## src/rtl/vga_pkg.sv

```systemverilog
// Shared constants for the VGA page renderers: screen size, 12-bit colours
// (blue-green-red nibble order), font ROM geometry and the per-pixel
// pipeline record used by the numeric overlay.
package vga_pkg;

    localparam int SCREEN_W = 640;
    localparam int SCREEN_H = 480;

    localparam int COLOR_W = 12;
    localparam logic [COLOR_W-1:0] COLOR_BLACK = 12'h000;
    localparam logic [COLOR_W-1:0] COLOR_RED   = 12'h00F;
    localparam logic [COLOR_W-1:0] COLOR_GREEN = 12'h0F0;
    localparam logic [COLOR_W-1:0] COLOR_BLUE  = 12'hF00;
    localparam logic [COLOR_W-1:0] COLOR_WHITE = 12'hFFF;

    // Number-font ROM: ten glyphs side by side, one ROM row per glyph row.
    localparam int FONT_GLYPH_W    = 32;
    localparam int FONT_GLYPH_H    = 64;
    localparam int FONT_ROW_STRIDE = 10 * FONT_GLYPH_W;
    localparam int FONT_AW         = 15;

    // Everything a pixel carries down the overlay pipeline besides the ROM bit.
    typedef struct packed {
        logic               inCell;
        logic               blank;
        logic               hl;
        logic [COLOR_W-1:0] bg;
    } overlay_flags_t;

endpackage

```

## src/rtl/digit_blank_mask.sv

```systemverilog
// Decides which digit cells are drawn as background: disabled cells, non-BCD
// nibbles, and (optionally) leading zeros. The least significant cell is
// never treated as a leading zero so a value of 0 still shows one digit.
module digit_blank_mask
    import vga_pkg::*;
#(
    parameter int N_DIGITS    = 4,
    parameter int LZ_SUPPRESS = 1
) (
    input  logic [4*N_DIGITS-1:0] digits_i,
    input  logic [N_DIGITS-1:0]   digit_en_i,
    output logic [N_DIGITS-1:0]   blank_o
);

    logic upperZero;

    // Walk from the most significant cell down, tracking whether every nibble so far is zero.
    always_comb begin
        upperZero = 1'b1;
        blank_o   = '0;
        for (int i = N_DIGITS - 1; i >= 0; i--) begin
            upperZero  = upperZero & (digits_i[4*i +: 4] == 4'd0);
            blank_o[i] = !digit_en_i[i]
                       || (digits_i[4*i +: 4] > 4'd9)
                       || ((LZ_SUPPRESS != 0) && (i > 0) && upperZero);
        end
    end

endmodule

```

## src/rtl/vga_digit_overlay.sv

```systemverilog
// Draws a row of scaled number-font glyphs over the upstream background.
// Operands are frozen once per frame at scan position (0,0); the pixel path
// is three registers deep (address, ROM read, compose) so the sync generator
// only needs a fixed 3-cycle delay to stay aligned.
module vga_digit_overlay
    import vga_pkg::*;
#(
    parameter int              N_DIGITS     = 4,
    parameter int              GLYPH_W      = FONT_GLYPH_W,
    parameter int              GLYPH_H      = FONT_GLYPH_H,
    parameter int              SCALE_LOG2   = 1,
    parameter int              X0           = 192,
    parameter int              Y0           = 176,
    parameter int              LZ_SUPPRESS  = 1,
    parameter int              BLINK_FRAMES = 30,
    parameter logic [11:0]     FG_COLOR     = 12'h000,
    parameter logic [11:0]     HL_COLOR     = 12'h00F
) (
    input  logic                        vga_clk,
    input  logic                        vga_rst,
    input  logic [9:0]                  x_pos,
    input  logic [9:0]                  y_pos,
    input  logic [11:0]                 bg_pixel,
    input  logic [4*N_DIGITS-1:0]       digits,
    input  logic [N_DIGITS-1:0]         digit_en,
    input  logic                        sel_valid,
    input  logic [$clog2(N_DIGITS)-1:0] sel_idx,
    output logic [FONT_AW-1:0]          font_addr,
    input  logic                        font_bit,
    output logic [11:0]                 pixel_data
);

    localparam int CW         = GLYPH_W << SCALE_LOG2;
    localparam int CH         = GLYPH_H << SCALE_LOG2;
    localparam int ROW_STRIDE = 10 * GLYPH_W;
    localparam int CMP_W      = 16;
    localparam int CNT_W      = (BLINK_FRAMES > 1) ? $clog2(BLINK_FRAMES) : 1;
    localparam int SEL_W      = $clog2(N_DIGITS);

    function automatic int cellLeft(input int i);
        return X0 + (N_DIGITS - 1 - i) * CW;
    endfunction

    logic                   frameStart;
    logic [4*N_DIGITS-1:0]  shDigits_q, shDigits_d;
    logic [N_DIGITS-1:0]    shEn_q, shEn_d;
    logic                   shSelValid_q, shSelValid_d;
    logic [SEL_W-1:0]       shSelIdx_q, shSelIdx_d;
    logic [CNT_W-1:0]       blinkCnt_q, blinkCnt_d;
    logic                   blinkPhase_q, blinkPhase_d;

    logic [N_DIGITS-1:0]    blankVec;
    logic [CMP_W-1:0]       xExt, yExt;
    logic [N_DIGITS-1:0]    inColumn;
    logic                   inRows;

    logic                   hit;
    logic [3:0]             cellNib;
    logic                   cellBlank;
    logic                   cellHl;
    logic [CMP_W-1:0]       relX, relY;
    logic [CMP_W-1:0]       gx, gy;

    logic [FONT_AW-1:0]     fontAddr_q, fontAddr_d;
    overlay_flags_t         s1_q, s1_d;
    overlay_flags_t         s2_q;
    logic [11:0]            pixel_q, pixel_d;

    assign frameStart = (x_pos == 10'd0) && (y_pos == 10'd0);

    // Next shadow and blink state; the _d values double as the render view so (0,0) already sees the new frame.
    always_comb begin
        shDigits_d   = shDigits_q;
        shEn_d       = shEn_q;
        shSelValid_d = shSelValid_q;
        shSelIdx_d   = shSelIdx_q;
        blinkCnt_d   = blinkCnt_q;
        blinkPhase_d = blinkPhase_q;
        if (frameStart) begin
            shDigits_d   = digits;
            shEn_d       = digit_en;
            shSelValid_d = sel_valid;
            shSelIdx_d   = sel_idx;
            if (blinkCnt_q == CNT_W'(BLINK_FRAMES - 1)) begin
                blinkCnt_d   = '0;
                blinkPhase_d = !blinkPhase_q;
            end else begin
                blinkCnt_d = blinkCnt_q + 1'b1;
            end
        end
    end

    // Frame-latched operands and blink state.
    always_ff @(posedge vga_clk) begin
        if (vga_rst) begin
            shDigits_q   <= '0;
            shEn_q       <= '0;
            shSelValid_q <= 1'b0;
            shSelIdx_q   <= '0;
            blinkCnt_q   <= '0;
            blinkPhase_q <= 1'b0;
        end else begin
            shDigits_q   <= shDigits_d;
            shEn_q       <= shEn_d;
            shSelValid_q <= shSelValid_d;
            shSelIdx_q   <= shSelIdx_d;
            blinkCnt_q   <= blinkCnt_d;
            blinkPhase_q <= blinkPhase_d;
        end
    end

    digit_blank_mask #(
        .N_DIGITS    (N_DIGITS),
        .LZ_SUPPRESS (LZ_SUPPRESS)
    ) u_blank (
        .digits_i   (shDigits_d),
        .digit_en_i (shEn_d),
        .blank_o    (blankVec)
    );

    assign xExt = CMP_W'(x_pos);
    assign yExt = CMP_W'(y_pos);

    // One range comparator per cell column plus a shared row check.
    always_comb begin
        inColumn = '0;
        for (int i = 0; i < N_DIGITS; i++) begin
            inColumn[i] = (xExt >= CMP_W'(cellLeft(i))) && (xExt < CMP_W'(cellLeft(i) + CW));
        end
        inRows = (yExt >= CMP_W'(Y0)) && (yExt < CMP_W'(Y0 + CH));
    end

    // Cells are disjoint, so at most one column hits; pick its operands and offset.
    always_comb begin
        hit       = 1'b0;
        cellNib   = '0;
        cellBlank = 1'b0;
        cellHl    = 1'b0;
        relX      = '0;
        for (int i = 0; i < N_DIGITS; i++) begin
            if (inColumn[i] && inRows) begin
                hit       = 1'b1;
                cellNib   = shDigits_d[4*i +: 4];
                cellBlank = blankVec[i];
                cellHl    = shSelValid_d && (int'(shSelIdx_d) == i) && blinkPhase_d;
                relX      = xExt - CMP_W'(cellLeft(i));
            end
        end
        relY = yExt - CMP_W'(Y0);
        gx   = relX >> SCALE_LOG2;
        gy   = relY >> SCALE_LOG2;
    end

    // Stage-1 inputs: ROM address for drawn cells only, plus the flags travelling with the pixel.
    always_comb begin
        fontAddr_d = '0;
        if (hit && !cellBlank) begin
            fontAddr_d = FONT_AW'(int'(cellNib) * GLYPH_W + int'(gx) + int'(gy) * ROW_STRIDE);
        end
        s1_d.inCell = hit;
        s1_d.blank  = cellBlank;
        s1_d.hl     = cellHl;
        s1_d.bg     = bg_pixel;
    end

    // Final colour choice once the ROM bit for this pixel has arrived.
    always_comb begin
        pixel_d = s2_q.bg;
        if (s2_q.inCell && !s2_q.blank && font_bit) begin
            pixel_d = s2_q.hl ? HL_COLOR : FG_COLOR;
        end
    end

    // Three-stage pixel pipeline: address/flags, ROM wait, compose.
    always_ff @(posedge vga_clk) begin
        if (vga_rst) begin
            fontAddr_q <= '0;
            s1_q       <= '0;
            s2_q       <= '0;
            pixel_q    <= '0;
        end else begin
            fontAddr_q <= fontAddr_d;
            s1_q       <= s1_d;
            s2_q       <= s1_q;
            pixel_q    <= pixel_d;
        end
    end

    assign font_addr  = fontAddr_q;
    assign pixel_data = pixel_q;

endmodule

```

## config.mk

```make
export PLATFORM = sky130hd
export DESIGN_NAME = vga_digit_overlay
export DESIGN_NICKNAME = d
export VERILOG_FILES = /design/src/rtl/vga_pkg.sv /design/src/rtl/digit_blank_mask.sv /design/src/rtl/vga_digit_overlay.sv
export SDC_FILE = /design/constraint.sdc
export NUM_CORES = 1
export LEC_CHECK = 0
export ABC_CLOCK_PERIOD_IN_PS = 10250
export BUFFER_PORTS_ARGS = -buffer_cell sky130_fd_sc_hd__buf_2
export CELL_PAD_IN_SITES_DETAIL_PLACEMENT = 1
export CELL_PAD_IN_SITES_GLOBAL_PLACEMENT = 1
export CORE_ASPECT_RATIO = 0.8
export CORE_UTILIZATION = 45
export DETAILED_ROUTE_END_ITERATION = 10
export GPL_TIMING_DRIVEN = 0
export PLACE_DENSITY = 0.89
export SLEW_MARGIN = 20
export SYNTH_ARGS = -nofsm -noshare
export SYNTH_HDL_FRONTEND = slang
export SYNTH_HIERARCHICAL = 1
export SYNTH_SLANG_ARGS = --single-unit
```

## constraint.sdc

```tcl
create_clock -name vga_clk -period 10.25 [get_ports vga_clk]
set_clock_uncertainty 0.15 [all_clocks]
set_input_delay 1.5375 -clock vga_clk [delete_from_list [all_inputs] [get_ports vga_clk]]
set_output_delay 1.5375 -clock vga_clk [all_outputs]
set_load 0.05 [all_outputs]
```

==> flow_metrics.py, run 1 <==
metrics = {
    "status": {
        "status": "finished with violations",
        "violations": "DRC",
    },
    "detailed_routing": {
        "dr.pass1.iters": 7,
        "drc_errors": 4,
        "dr_wl_met3_um": 585,
        "routed-wl-met2_mm": 6.42,
        "initialDrtViolationCount": 135,
        "vias": 3751,
        "m1WireLength_mm": 5.24,
        "postRouteWirelength_mm": 12.6,
        "ant_nets": 0,
        "vias_per_cell": 5.45,
        "highest_layer": "met4",
        "avgRoutedWirePerCell_um": 18.4,
    },
    "worst_hold_path": {
        "min_to": "pixel_data[11]",
        "hp-class": "reg -> reg",
        "worstHoldPathCells": 1,
        "hp-start": "s2_q[11]",
    },
    "yosys": {
        "syn_inst": 473,
        "synth_nets": 577,
        "yosys_warnings": 6,
        "syn_area_um2": 4350,
        "synth_area_per_cell_um2": 9.19,
    },
    "power_and_ir_drop": {
        "leakage_nw": 2.51,
        "finalPower_mw": 0.806,
        "max-vdd-ir-drop_uv": 78.3,
        "power_density_nw_per_um2": 154,
    },
    "global_route": {
        "antenna_found_initial": 0,
        "grt_pass1_wl_mm": 20.4,
        "grt_pass1_vias": 4067,
        "grt_overflow": 0,
        "grt.total_usage_pct": 26.2,
        "grt_max_degree": 17,
    },
    "cells_and_area": {
        "postLayoutCellArea_um2": 5220,
        "drive_gt1_share_pct": 20.1,
        "final_nets": 672,
        "syn_to_final_growth_pct": 20.1,
        "fin_util_pct": 56.6,
        "num_antenna_cells": 0,
    },
    "clocking": {
        "cts-htree-levels": 3,
        "clk_pin_slew_ns": 0.07,
        "post-cts-setup-buffer-count": 0,
        "numCtsBuffers": 9,
        "postCtsHoldBufs": 0,
        "cts_num_sinks": 86,
        "clock-root-buffer": "clkbuf_16",
        "cts_tree": "built",
        "cts_buffer_depth": 2,
        "clk_latency_ns": 0.34,
        "ctsResizeCount": 0,
    },
    "worst_setup_path": {
        "reg2reg_slack_ns": 6.41,
        "arrival_ns": 7.13,
        "rr_endpoint": "font_addr[14]",
        "start_kind": "input pin",
        "reg2reg_from": "shDigits_q[5]",
        "ff2ff_path_depth": 15,
        "crit_fanout": 10,
        "cp-end-kind": "flop",
        "crit_type": "in -> reg",
        "cp_data_required_time_ns": 10.37,
    },
    "run": {
        "drv_cap": 0,
    },
    "floorplan": {
        "rows": 31,
        "die_w_um": 112,
        "die_h_um": 89.9,
        "initial_core_util_pct": 47.1,
        "core_area_um2": 9230,
        "ios": 85,
        "dieArea_um2": 10100,
    },
    "sta": {
        "fin_crit_ns": 7.01,
        "fin_ws_ns": 3.24,
        "timing.final.crit_share_pct": 68.4,
        "setup_viol": 0,
        "max-slew-margin-rel_pct": 48.6,
        "hold_viol": 0,
        "tightestPinTransition_ns": 0.764,
        "maxSlewViolCount": 0,
        "timing.setup.tns_ns": 0,
        "max_freq_mhz": 143,
        "grt_setup_unrepaired": "false",
    },
    "placement": {
        "dp_slack_ns": 2.81,
        "gp_congestion": 0.872,
        "portBuffers": 84,
        "placed_cell_area_um2": 4910,
        "hpwl_mm": 9.39,
    },
}
## per-stage QoR
stage,std cells,hold WS (ns)
global route,688,0.297
floorplan,473,0.256
detailed placement,672,0.266
CTS,688,0.286
global placement,672,0.261
finish,688,0.289
## flip-flops by register name, summed over array words and instances, names as in the netlist
register,cells
blinkPhase_q,1
font_addr,15
shDigits_q,16
shSelIdx_q,2
s1_q,15
blinkCnt_q,5
shEn_q,4
pixel_data,12
s2_q,15
shSelValid_q,1
## layout by cell type, fill, tap and decap left out, types with 2 or more instances in the layout
cell type and instances:
a211oi_1 2, dfxtp_1 86, a31oi_1 2, nand3b_1 2, and3_1 2, xnor2_1 17
buf_2 87, clkbuf_16 9, clkbuf_1 9, nand2b_1 2, ha_1 41, a21boi_0 4
and2_1 18, nor2b_1 35, mux2i_1 19, o22ai_1 5, o21ai_0 18, nand4_1 4
inv_1 42, nand3_1 8, and3b_1 2, fa_1 5, o211ai_1 3, a21o_1 6
mux2_2 6, o31ai_1 3, nand2_1 27, xor2_1 5, nor3_1 12, nor2_1 35
a21oi_1 27, nor4_1 3, clkinv_4 2
## layer usage
metal,GRT usage (%),vias to the layer above
met3,5.87,33
met2,46.3,109
met5,0,-
met1,30.0,1819
met4,11.6,0
li1,-,1790
## power breakdown
| part | total (mW) | internal, mW | leakage, nW | switching, mW |
|---|---|---|---|---|
| Sequential | 0.343 | 0.341 | 0.699 | 0.00191 |
| Combinational | 0.131 | 0.0535 | 1.66 | 0.0774 |
| Clock | 0.332 | 0.192 | 0.148 | 0.140 |
| Total | 0.806 | 0.586 | 2.51 | 0.220 |
## worst max-delay path by stage
stage,start,slack [ns],depth (start not counted),end
2_1_floorplan,x_pos[3],4.43,18,font_addr[14]
3_3_place_gp,x_pos[3],3.04,19,font_addr[14]
3_5_place_dp,x_pos[3],2.81,19,font_addr[14]
4_1_cts,x_pos[3],3.00,18,font_addr[14]
5_1_grt,x_pos[3],2.93,18,font_addr[14]
6_report,x_pos[3],3.24,18,font_addr[14]
## final cells by class
| type | instances | area [µm²] |
|---|---|---|
| buffer | 12 | 48.8 |
| clock buffer | 9 | 225 |
| inverter | 42 | 158 |
| fill | 1106 | 4010 |
| timing repair buffer | 84 | 420 |
| sequential | 86 | 1720 |
| tap | 115 | 144 |
| multi-input combinational | 333 | 2430 |
| clock inverter | 7 | 80.1 |
## critical path, stage by stage
cell	delay, ns
buf_2	0.11
nor4_2	0.69
nand2_1	0.13
nor3_1	0.50
buf_2	0.39
buf_2	0.36
mux2i_1	0.39
o31ai_1	0.14
o21ai_0	0.47
fa_1	0.57
fa_1	0.46
nor2b_1	0.25
o21ai_0	0.16
a21boi_0	0.29
o21ai_0	0.19
a21oi_1	0.22
o21ai_0	0.13
mux2i_1	0.15
Note: power is estimated with default switching activity, not from simulation.
==> run 2, diff against run 1 <==
Settings changed: ABC_CLOCK_PERIOD_IN_PS 10250 to 7100, CORE_UTILIZATION 45 to 42, PLACE_DENSITY 0.89 to 0.84.
Clock period 10.25 ns to 7.1 ns, I/O delays scaled along.
==> flow_metrics.py, run 2 (synthesis gave the netlist of run 1 again) <==
metrics = {
    "clocking": {
        "clk_pin_slew_ns": 0.07,
        "cts_buffer_depth": 2,
        "numCtsBuffers": 9,
        "cts-htree-levels": 3,
        "clock-root-buffer": "clkbuf_16",
        "cts_num_sinks": 86,
        "clk_latency_ns": 0.35,
        "ctsResizeCount": 0,
        "postCtsHoldBufs": 0,
        "cts_tree": "built",
        "post-cts-setup-buffer-count": 0,
    },
    "sta": {
        "timing.final.crit_share_pct": 89.9,
        "setup_viol": 0,
        "timing.setup.tns_ns": 0,
        "max_freq_mhz": 157,
        "max-slew-margin-rel_pct": 51.0,
        "grt_setup_unrepaired": "false",
        "maxSlewViolCount": 0,
        "fin_hold_ws_ns": 0.280,
        "fin_ws_ns": 0.719,
        "fin_crit_ns": 6.38,
        "hold_viol": 0,
        "tightestPinTransition_ns": 0.729,
    },
    "worst_setup_path": {
        "critPathTopFamily": "simple AND/OR/NAND/NOR gates",
        "start_kind": "input pin",
        "reg2reg_from": "shDigits_q[5]",
        "startpoint": "x_pos[3]",
        "cp-end-kind": "flop",
        "cp_slowest_cell": "nor4_2",
        "path_buf_inv": 4,
        "cp_data_required_time_ns": 7.23,
        "ff2ff_path_depth": 15,
        "arrival_ns": 6.51,
        "cp.depth": 19,
        "max_stage_delay_ns": 0.67,
        "crit_type": "in -> reg",
        "cp_cell_sequence": "buf_2 > nor4_2 > nand2_1 > nor3_1 > buf_2 > buf_2 > mux2i_1 > o31ai_1 > o21ai_0 > fa_1 > inv_1 > ha_1 > nor2b_1 > o21ai_0 > a21boi_0 > o21ai_0 > a21oi_1 > or3b_1 > mux2i_1",
        "crit_fanout": 10,
    },
    "cells_and_area": {
        "fin_util_pct": 53.4,
        "top_register": "shDigits_q",
        "num_antenna_cells": 0,
        "final_cell_mix": "buf_2 (87), dfxtp_1 (86), inv_1 (42), ha_1 (41)",
        "largest_reg_flops": 16,
        "final.fill_count": 1185,
        "final_common_cell": "buf_2",
        "syn_to_final_growth_pct": 20.9,
        "drive_gt1_share_pct": 20.1,
        "postLayoutCellArea_um2": 5260,
        "final_nets": 672,
    },
    "floorplan": {
        "die_w_um": 116,
        "die_h_um": 93.0,
        "initial_core_util_pct": 44.1,
        "ios": 85,
        "rows": 32,
        "dieArea_um2": 10800,
        "core_area_um2": 9850,
    },
    "placement": {
        "placed_cell_area_um2": 4940,
        "dp_slack_ns": 0.189,
        "hpwl_mm": 9.28,
        "portBuffers": 84,
        "gp_congestion": 0.860,
    },
    "power_and_ir_drop": {
        "power_density_nw_per_um2": 224,
        "max-vdd-ir-drop_uv": 110,
        "leakage_nw": 2.51,
    },
    "detailed_routing": {
        "avgRoutedWirePerCell_um": 16.7,
        "vias": 3681,
        "drc_errors": 0,
        "postRouteWirelength_mm": 11.8,
        "initialDrtViolationCount": 135,
        "vias_per_cell": 5.19,
        "ant_nets": 0,
        "dr.pass1.iters": 4,
    },
    "global_route": {
        "grt_pass1_vias": 3954,
        "grt_pass1_wl_mm": 19.5,
        "antenna_found_initial": 0,
        "grt.total_usage_pct": 23.8,
        "grt_overflow": 0,
        "grt_max_degree": 18,
    },
    "worst_hold_path": {
        "worstHoldPathCells": 1,
        "hp-class": "reg -> reg",
        "hp-start": "s2_q[6]",
    },
    "run": {
        "drv_cap": 0,
    },
    "status": {
        "status": "finished clean",
    },
}
==> run 2: changes by cell type in the layout (fill, tap and decap cells not counted), sizes merged <==
| cell | change |
|---|---|
| clkinv | -3 |
| inv | +3 |
==> run 2: where the power goes <==
group | internal [mW] | switching (mW) | leakage (nW) | total (mW)
registers | 0.492 | 0.00239 | 0.699 | 0.494
logic | 0.0764 | 0.110 | 1.66 | 0.186
clock network | 0.281 | 0.214 | 0.151 | 0.495
total | 0.850 | 0.326 | 2.51 | 1.18
==> run 2: metrics by stage <==
stage,instances,power [mW]
final,709,1.18
after global routing,709,1.23
after CTS,709,1.18
after detailed placement,693,0.689
after global placement,693,0.678
after floorplan,473,0.628
==> run 2: final timing paths <==
path / end / slack, ns
setup / recovery: font_addr[14] / 0.72
hold / removal: pixel_data[6] / 0.28
setup reg to reg: font_addr[14] / 3.36
hold reg to reg: pixel_data[6] / 0.28
==> run 2: area by class of cell <==
| class | instances | area [µm²] | share of cell area, % |
|---|---|---|---|
| Clock buffer | 9 | 225 | 4.28 |
| Clock inverter | 7 | 86.3 | 1.64 |
| Sequential cell | 86 | 1720 | 32.8 |
| Multi-Input combinational cell | 333 | 2430 | 46.2 |
| Timing Repair Buffer | 84 | 420 | 8.00 |
| Tap cell | 136 | 170 | 3.24 |
| Buffer | 12 | 48.8 | 0.928 |
| Inverter | 42 | 158 | 3.00 |
==> run 2: layer usage <==
layer	vias up	part of all wire [%]	global-route usage, %
met4	0	1.6	6.62
met2	71	50	42.2
li1	1799	-	-
met3	18	3.8	5.44
met1	1793	44	28.7
met5	-	0	0
